<file path="config.mk">
export PLATFORM = sky130hd
export DESIGN_NAME = exc_ctrl
export DESIGN_NICKNAME = d
export VERILOG_FILES = /design/src/rtl/exc_ctrl_pkg.sv /design/src/rtl/exc_prio.sv /design/src/rtl/exc_ctrl.sv
export SDC_FILE = /design/constraint.sdc
export NUM_CORES = 1
export LEC_CHECK = 0
export ABC_AREA = 1
export CORE_ASPECT_RATIO = 1.75
export CORE_UTILIZATION = 34
export CTS_CLUSTER_DIAMETER = 150
export CTS_CLUSTER_SIZE = 25
export DETAILED_ROUTE_END_ITERATION = 12
export GPL_TIMING_DRIVEN = 0
export PLACE_DENSITY = 0.95
export SYNTH_ARGS = -nofsm -noshare
export SYNTH_HDL_FRONTEND = slang
export SYNTH_HIERARCHICAL = 1
export SYNTH_SLANG_ARGS = --single-unit
</file>
<file path="constraint.sdc">
create_clock -name clk -period 3.15 [get_ports clk]
set_clock_uncertainty 0.05 [all_clocks]
set_input_delay 0.63 -clock clk [delete_from_list [all_inputs] [get_ports clk]]
set_output_delay 0.63 -clock clk [all_outputs]
set_load 0.01 [all_outputs]
</file>
<file path="src/rtl/exc_ctrl_pkg.sv">
// Shared ExcCode constants, sequencer state encoding and cause-flag bundle.
// No logic; combinational helpers only.
// Imported by exc_prio and exc_ctrl.
package exc_ctrl_pkg;

  // CP0 Cause.ExcCode values for the causes this block can raise
  localparam logic [4:0] EXC_INT  = 5'h00;
  localparam logic [4:0] EXC_ADEL = 5'h04;
  localparam logic [4:0] EXC_ADES = 5'h05;
  localparam logic [4:0] EXC_SYS  = 5'h08;
  localparam logic [4:0] EXC_BP   = 5'h09;
  localparam logic [4:0] EXC_RI   = 5'h0A;
  localparam logic [4:0] EXC_OV   = 5'h0C;

  // Sequencer states
  typedef enum logic [1:0] {
    ST_IDLE     = 2'd0,
    ST_WAIT_BUS = 2'd1,
    ST_REDIRECT = 2'd2
  } state_t;

  // Which source feeds BadVAddr for the winning cause
  typedef enum logic [1:0] {
    BVA_NONE = 2'd0,
    BVA_PC   = 2'd1,
    BVA_ADDR = 2'd2
  } bva_sel_t;

  // Raw cause flags, most significant field is highest priority
  typedef struct packed {
    logic int_req;
    logic adel_if;
    logic ri;
    logic ov;
    logic sys;
    logic bp;
    logic adel_d;
    logic ades;
  } exc_flags_t;

endpackage

</file>
<file path="src/rtl/exc_prio.sv">
// Priority encoder: picks the winning exception cause, its ExcCode and BadVAddr source.
// Latency: purely combinational.
// Backpressure: none; outputs are a pure function of the flags.
module exc_prio
  import exc_ctrl_pkg::*;
(
  input  exc_flags_t flags,
  output logic       exc_any,
  output logic [4:0] code,
  output bva_sel_t   bva_sel
);

  // Any cause at all, including a pending interrupt
  assign exc_any = |flags;

  // Fixed-priority select: interrupt first, then fetch-side, decode, execute, memory causes
  always_comb begin
    code    = EXC_INT;
    bva_sel = BVA_NONE;
    if (flags.int_req) begin
      code    = EXC_INT;
      bva_sel = BVA_NONE;
    end else if (flags.adel_if) begin
      code    = EXC_ADEL;
      bva_sel = BVA_PC;
    end else if (flags.ri) begin
      code    = EXC_RI;
    end else if (flags.ov) begin
      code    = EXC_OV;
    end else if (flags.sys) begin
      code    = EXC_SYS;
    end else if (flags.bp) begin
      code    = EXC_BP;
    end else if (flags.adel_d) begin
      code    = EXC_ADEL;
      bva_sel = BVA_ADDR;
    end else if (flags.ades) begin
      code    = EXC_ADES;
      bva_sel = BVA_ADDR;
    end
  end

endmodule

</file>
<file path="src/rtl/exc_ctrl.sv">
// Exception/ERET sequencer: strobes CP0, flushes the pipe, waits out the data bus, redirects fetch.
// Latency: CP0 strobes combinational with the MEM instruction; redirect_valid one cycle later at best.
// Backpressure: redirect held stable until redirect_ready; flush held high the whole time.
module exc_ctrl
  import exc_ctrl_pkg::*;
#(
  parameter int              PC_W       = 32,
  parameter logic [PC_W-1:0] EXC_VECTOR = 32'hBFC00380
) (
  input  logic            clk,
  input  logic            rst,
  input  logic            mem_valid,
  input  logic [PC_W-1:0] mem_pc,
  input  logic            mem_bd,
  input  logic [PC_W-1:0] mem_addr,
  input  logic            int_req,
  input  logic            exc_adel_if,
  input  logic            exc_ri,
  input  logic            exc_ov,
  input  logic            exc_sys,
  input  logic            exc_bp,
  input  logic            exc_adel_d,
  input  logic            exc_ades,
  input  logic            is_eret,
  input  logic [PC_W-1:0] epc_in,
  input  logic            bus_busy,
  input  logic            redirect_ready,
  output logic            MEM_Exc,
  output logic [4:0]      MEM_ExcCode,
  output logic [PC_W-1:0] MEM_badvaddr,
  output logic            MEM_bd_o,
  output logic            MEM_eret_flush,
  output logic            flush,
  output logic            redirect_valid,
  output logic [PC_W-1:0] redirect_pc
);

  state_t          state;
  exc_flags_t      flags;
  logic            exc_any;
  logic [4:0]      code;
  bva_sel_t        bva_sel;
  logic            take;
  logic            event_hit;
  logic [PC_W-1:0] target_pc;

  assign flags = '{
    int_req: int_req,
    adel_if: exc_adel_if,
    ri:      exc_ri,
    ov:      exc_ov,
    sys:     exc_sys,
    bp:      exc_bp,
    adel_d:  exc_adel_d,
    ades:    exc_ades
  };

  exc_prio u_prio (
    .flags   (flags),
    .exc_any (exc_any),
    .code    (code),
    .bva_sel (bva_sel)
  );

  // Only an IDLE sequencer accepts a MEM instruction; this also keeps a
  // stalled MEM instruction from strobing CP0 twice.
  assign take      = mem_valid && (state == ST_IDLE);
  assign event_hit = take && (exc_any || is_eret);

  // Exceptions (including an interrupt on an ERET) go to the vector, ERET to EPC
  assign target_pc = exc_any ? EXC_VECTOR : epc_in;

  assign MEM_Exc        = take && exc_any;
  assign MEM_eret_flush = take && is_eret && !exc_any;
  assign MEM_ExcCode    = code;
  assign MEM_bd_o       = mem_bd;
  assign flush          = event_hit || (state != ST_IDLE);

  // BadVAddr source follows the winning cause
  always_comb begin
    MEM_badvaddr = '0;
    case (bva_sel)
      BVA_PC:   MEM_badvaddr = mem_pc;
      BVA_ADDR: MEM_badvaddr = mem_addr;
      default:  MEM_badvaddr = '0;
    endcase
  end

  // Sequencer FSM with registered redirect handshake
  always_ff @(posedge clk or negedge rst) begin
    if (!rst) begin
      state          <= ST_IDLE;
      redirect_valid <= 1'b0;
      redirect_pc    <= '0;
    end else begin
      case (state)
        ST_IDLE: begin
          if (event_hit) begin
            redirect_pc <= target_pc;
            if (bus_busy) begin
              state <= ST_WAIT_BUS;
            end else begin
              state          <= ST_REDIRECT;
              redirect_valid <= 1'b1;
            end
          end
        end
        ST_WAIT_BUS: begin
          // Target already latched; just wait for the bus to drain
          if (!bus_busy) begin
            state          <= ST_REDIRECT;
            redirect_valid <= 1'b1;
          end
        end
        ST_REDIRECT: begin
          if (redirect_ready) begin
            state          <= ST_IDLE;
            redirect_valid <= 1'b0;
          end
        end
        default: begin
          state          <= ST_IDLE;
          redirect_valid <= 1'b0;
        end
      endcase
    end
  end

endmodule
</file>
==> Yosys cells after proc, flatten, opt, wreduce, memory -nomap -nowiden <==
Index checks and enable logic that the tools add are counted.
{ "op_classes": {"addsub": 0, "multipliers": 0, "n_div": 0, "n_lt_le_gt_ge": 0, "eq_ne": 7, "n_shift": 0, "muxes": 27, "n_bitwise": 0, "reduce_logical": 14} }
{ "op_table": {"columns": ["op", "count"], "rows": [
  ["32-bit one-hot mux with 2 select lines", 1],
  ["5-bit 2-to-1 mux", 7],
  ["32-bit 2-to-1 mux", 1],
  ["2-bit 2-to-1 mux", 12],
  ["8-bit OR reduction", 1],
  ["2-bit != test, second input constant", 3],
  ["2-bit one-hot mux with 3 select lines", 1],
  ["1-bit logical AND", 5],
  ["2-bit by 1-bit == test with 1-bit output, second input constant", 2],
  ["2-bit == test, second input constant", 2],
  ["2-bit AND reduction", 2],
  ["1-bit 2-to-1 mux", 3],
  ["3-bit 2-to-1 mux", 1],
  ["1-bit one-hot mux with 3 select lines", 1],
  ["3-bit AND reduction", 1],
  ["2-bit logical NOT", 1],
  ["1-bit logical OR", 2],
  ["2-bit nonzero test", 1],
  ["1-bit logical NOT", 1]
]} }
{ "word_totals": {"regBits": 35, "latch_bits": 0, "mem_bits_rw": 0, "romBits": 0, "output_inout_bits": 74, "mem_count": 0} }

==> Longest topological paths before layout <==
{ "depth": {"word_depth": 10, "ltp_mapped": 9, "ltp_nobuf": 9} }

==> Hierarchy <==
Netlist, hierarchy kept.
{ "by_module_without_submodules": {"columns": ["mod", "instances", "cells_per_inst", "area_per_inst_um2", "seq_area_each_um2"], "rows": [
  ["exc_ctrl", 1, 270, 1921.8, 875.8],
  ["exc_prio", 1, 31, 128.9, 0.0]
]} }

==> Worst setup path after synthesis <==
Ideal clock, no wire load.
{ "synth_timing": {"kind": "input port to output port", "startpoint": "input port exc_ov", "endpoint": "output port MEM_badvaddr[0]", "t_arrival_ps": 1711, "t_required_ps": 2470, "slack_ps": 759, "cell_stages": 7, "path_buffers": 1, "path_cell_list": "inv_1 -> nand4_1 -> nor2_1 -> ha_1 -> clkbuf_1 -> nand2_1 -> a21oi_1"} }
{ "synth_via": {"elab_chain_len": 6, "elab_cells_between_ends": 7, "cone_classes": "eq/ne (2); mux (5)"} }
{ "synth_lines": {"columns": ["element", "line", "rtl"], "rows": [
  ["start, declared", "exc_ctrl.sv:19", "input logic exc_ov,"],
  ["2-bit 2-to-1 mux (*)", "exc_prio.sv:28", "end else if (flags.ov) begin"],
  ["2-bit 2-to-1 mux (*)", "exc_prio.sv:26", "end else if (flags.ri) begin"],
  ["2-bit 2-to-1 mux (*)", "exc_prio.sv:23", "end else if (flags.adel_if) begin"],
  ["2-bit 2-to-1 mux (*)", "exc_prio.sv:20", "if (flags.int_req) begin"],
  ["via bva_sel[1]", "exc_ctrl.sv:42", "bva_sel_t bva_sel;"],
  ["2-bit == test or 2-bit by 1-bit == test with 1-bit output (tied branches)", "exc_ctrl.sv:82", "case (bva_sel)"],
  ["32-bit one-hot mux with 2 select lines (*)", "exc_ctrl.sv:82", null],
  ["end, declared", "exc_ctrl.sv:30", "output logic [PC_W-1:0] MEM_badvaddr,"]
]} }
Mark *: on every way through the listed nets, which the timed path passes. The rest lies on a longest branch.

==> Final worst setup path <==
{ "layout_timing": {"startpoint": "input port exc_sys", "endpoint": "output port MEM_badvaddr[24]"} }
{ "layout_via": {"elab_chain_len": 7, "elab_cells_between_ends": 8, "cone_classes": "eq/ne (2); mux (6)"} }
{ "layout_lines": {"columns": ["element", "line", "rtl"], "rows": [
  ["start, declared", "exc_ctrl.sv:20", "input logic exc_sys,"],
  ["2-bit 2-to-1 mux (*)", "exc_prio.sv:30", "end else if (flags.sys) begin"],
  ["2-bit 2-to-1 mux (*)", "exc_prio.sv:28", null],
  ["2-bit 2-to-1 mux (*)", "exc_prio.sv:26", null],
  ["2-bit 2-to-1 mux (*)", "exc_prio.sv:23", null],
  ["2-bit 2-to-1 mux (*)", "exc_prio.sv:20", null],
  ["via bva_sel[1]", "exc_ctrl.sv:42", null],
  ["2-bit == test or 2-bit by 1-bit == test with 1-bit output (tied branches)", "exc_ctrl.sv:82", null],
  ["32-bit one-hot mux with 2 select lines (*)", "exc_ctrl.sv:82", null]
]} }
Marked as above.

==> flow_results.org <==
** Global route
- Maximum number of pins on one net before global-route repair :: 36
- Remaining global-route overflow :: 0
- Via count of the first global-routing pass :: 2726
- The initial antenna violation count is 0.
- Total routing usage reported by global routing :: 24.9%
- Wire length of the first global-routing pass :: 11900 µm

** Worst setup path
- The worst register-to-register path begins at state[1]$_DFFE_PN0P_.
- Startpoint Class :: input port
- The slowest stage of the critical path is the sky130_fd_sc_hd__clkdlybuf4s50_1 cell.
- Origin of the worst setup path :: exc_sys
- In this design, the stage delay of the slowest critical-path cell is 0.44 ns.
- STA classifies the critical path endpoint as a primary output.
- The worst setup path is of the in2out kind.
- On the critical path the largest part of the delay comes from buffers and inverters.
- Along the worst path, the maximum fanout reaches 10.
- At the worst endpoint, the required time is 2.47 ns.
- The critical path goes through clkdlybuf4s50_1 -> nor2_2 -> nand2_1 -> nor2_2 -> ha_2 -> clkbuf_4 -> a21oi_1 -> dlygate4sd2_1.
- Most frequent CP cell :: sky130_fd_sc_hd__nor2_2
- The critical path contains buffers and inverters numbering 3 combined.
- Data arrives at the worst endpoint at 2.38 ns.

** Synth
- Area fraction in compound gates after synthesis :: 13.1%
- Synth top area cells :: sky130_fd_sc_hd__dfrtp_1 (43%), sky130_fd_sc_hd__nand2_1 (28%), sky130_fd_sc_hd__a21oi_1 (8.1%)
- Of the total synthesized cell area, the portion taken by XOR and XNOR cells is 0%.
- The synthesized design contains 35 register bits.
- Sequential cells were found to cover a little over two fifths of the synthesized design area.
- Synth unique cells :: 19
- Synth area leader :: sky130_fd_sc_hd__dfrtp_1
- Multiplexer share of the synthesized area :: 0%
- Of the total synthesized cell area, the portion taken by full adders, half adders and majority gates is 1.22%.
- After synthesis the cells add up to just over 0.002 mm².
- Of the post-synthesis cell area, the dominant cell type holds 42.7%.
- Gate count of the mapped netlist :: approximately 300
- Net count after synthesis :: 414
- By area, the combinational part of the netlist is dominated by simple AND/OR/NAND/NOR gates.
- Dividing the synthesized area by the synthesized cell count gives 6.81 µm².
- Simple logic cell fraction of the synthesized area :: 35.3%
- For this run, the number of Yosys warnings is 6.

** Die
- Starting Density :: a little over a third
- DIE AREA :: 0.00636 mm²
- Width of the die :: 60.7 µm
- Pin placement for this block handled between 150 and 200 I/O pins.
- The region available for standard cell placement spans 0.00583 mm².
- The floorplan step set the die height to about 100 µm.
- Standard-cell row count :: 37

** Cells and area
- Number of standard cells in the final layout excluding fillers :: 573
- The top cell types in the final layout, fill and taps aside, are sky130_fd_sc_hd__nand2_1 (150), sky130_fd_sc_hd__clkdlybuf4s50_1 (148), sky130_fd_sc_hd__dfrtp_1 (35).
- Antenna Cells :: 0
- Leaving out fill and tap cells, the most frequent cell in the layout is sky130_fd_sc_hd__nand2_1.
- Number of nets in the layout :: 607
- Compared with the post-synthesis result, the final layout area differs by 99.5%.
- Layout cells sized above 1 :: 13.7%

** Outcome
- Outcome :: completed

** Pwr
- Part of the power in registers :: 34.7%
- In this run the static leakage power is 0.00189 µW.
- The clock network burns 23.8% of the power.
- Pwr dens :: 431 mW/mm²
- Internal power comes to ~1200 µW.
- Per report_power, the combinational group accounts for 41.5% of the total.
- Switching pwr :: about 560 µW
- Net switching is 31.6% of the power.
- Maximum resistive drop on vdd :: 0.000229 V

** Timing
- Counting I/O delays and the setup requirement, the final critical path takes 3.06 ns.
- At the pin with the least slew margin, the transition time is 0.764 ns.
- Highest clock frequency the design can meet :: 0.327 GHz
- The final critical path takes up 97.0% of the cycle.
- Final Hold Viols :: 0
- Slew Limit Fails :: 0
- Setup repair after global routing left no endpoint under its margin.
- Headroom to the max-slew limit came out at 49.0%.
- Worst hold-check slack :: 0.356 ns
- Final setup viols :: 0

** CTS
- The longest clock path from root to sink contains 2 buffers.
- Root buffer cell :: sky130_fd_sc_hd__clkbuf_8
- Clock-pin slew was measured on the worst setup and hold paths at 0.07 ns.
- Clock insertion delay at the later pin of the skew report :: 0.29 ns
- For this design, the sink count on the clock tree is 35.
- Number of H-tree levels :: 2
- Number of buffers added by the clock tree synthesis step :: 5
- TritonCTS built the clock tree.

** Placement
- The count of buffers added on input and output ports is 182.
- Final weighted congestion in routability-driven placement :: around 0.8
- Placed Cells incl. Taps :: 561
- DPL Wire Length :: approximately 6600 µm

** Drt
- In the final routed layout, each cell accounts on average for 13.9 µm.
- Vias per cell :: 4.70
- Total length of routed wires :: 7950 µm
- After detailed routing, the number of remaining DRC violations is 0.
- The first detailed-routing pass took 4 iterations.
- Number of DRC violations after detailed-routing iteration 0 :: 103
- Via Count :: between 2000 and 3000
- Number of routed nets with antenna violations :: 0

** Worst hold path
- Worst Hold Class :: in2async

** Flow run
- Across the run, the number of max-cap violations was 0.
## routing by layer
metal  up-vias  part of all wire [%]  wire, µm  global-route usage (%)
li1       1314                     -         -                       -
met1      1204                    37      2930                    24.6
met4         0                   2.1       166                    9.42
met3        14                    11       860                    8.29
met2       159                    50      4000                    45.4
met5         -                     0         0                       0
## power groups by stage
| stage | Clock (µW) | Sequential (µW) | Combinational, µW |
|---|---|---|---|
| finish | 419 | 612 | 730 |
| global route | 441 | 620 | 787 |
| CTS | 421 | 609 | 734 |
| detailed placement | 0 | 616 | 728 |
| global placement | 0 | 611 | 709 |
| floorplan | 0 | 648 | 271 |
## flip-flops by register name (all words and copies together), names as in the netlist
name / flops
redirect_pc: 32
redirect_valid: 1
state: 2
## cells by family after synthesis
family / after synthesis
and+or+nand+nor: 181
AOI/OAI and AO/OA: 47
buffers and inverters: 35
DFF: 35
adders and majority gates: 2
other: 1
## metrics by stage
stage	total power, µW	area [µm²]	worst slack, ns	utilization, %	TNS (ns)
after floorplan	919	2050	0.759	-	0
after global placement	1320	3970	-0.486	68.1	-11.25
after detailed placement	1340	3970	-0.536	68.0	-13.32
after CTS	1760	4110	0.0146	70.4	0
after global routing	1850	4090	0.000169	70.1	0
final	1760	4090	0.0948	70.1	0
## synthesized netlist by cell type
cell type                  count
sky130_fd_sc_hd__nand2_1     151
sky130_fd_sc_hd__dfrtp_1      35
sky130_fd_sc_hd__a21oi_1      33
sky130_fd_sc_hd__nor2_1       20
sky130_fd_sc_hd__inv_1        17
sky130_fd_sc_hd__clkbuf_1     10
sky130_fd_sc_hd__o21ai_2       9
sky130_fd_sc_hd__buf_4         5
sky130_fd_sc_hd__o21ai_1       4
sky130_fd_sc_hd__buf_2         3
sky130_fd_sc_hd__nand3_1       3
sky130_fd_sc_hd__nor2_2        3
sky130_fd_sc_hd__ha_1          2
sky130_fd_sc_hd__conb_1        1
sky130_fd_sc_hd__nand3_2       1
sky130_fd_sc_hd__nand3b_4      1
sky130_fd_sc_hd__nand4_1       1
sky130_fd_sc_hd__nor2_4        1
sky130_fd_sc_hd__o21ai_0       1
## worst reg2reg max path, stage by stage (launching register included)
cell                      delay, ns
sky130_fd_sc_hd__dfrtp_1       0.43
sky130_fd_sc_hd__nor2_4        0.22
sky130_fd_sc_hd__nand3_2       0.13
sky130_fd_sc_hd__nor2_4        0.13
sky130_fd_sc_hd__buf_4         0.18
sky130_fd_sc_hd__nand2_1       0.09
sky130_fd_sc_hd__nand2_1       0.06
## worst paths after layout
check | endpoint | cells after the start | slack (ns)
max in group asynchronous | redirect_pc[15]$_DFFE_PN0P_ | 1 | 2.20
worst min-delay path | redirect_pc[31]$_DFFE_PN0P_ | 1 | 0.36
worst max-delay path | MEM_badvaddr[24] | 8 | 0.09
min in group clk | redirect_valid$_DFFE_PN0P_ | 2 | 0.43
worst min register to register | redirect_valid$_DFFE_PN0P_ | 2 | 0.43
worst max register to register | redirect_pc[20]$_DFFE_PN0P_ | 6 | 1.80
## layout make-up
class / count / area (µm²)
plain buffers: 18 / 131
clock buffers: 6 / 82.6
clock inverters: 2 / 35.0
fillers: 467 / 1740
inverters: 17 / 63.8
multi-input cells: 231 / 1040
flip-flops and latches: 35 / 876
well taps: 78 / 97.6
repair buffers: 186 / 1760
## what timing repair did
item	in CTS	in global routing
pin swaps	0	1
setup buffers	1	3
resized for setup	58	48
hold buffers	0	0
endpoints found under the setup margin	35	34
Note: power is estimated with default switching activity, not from simulation.
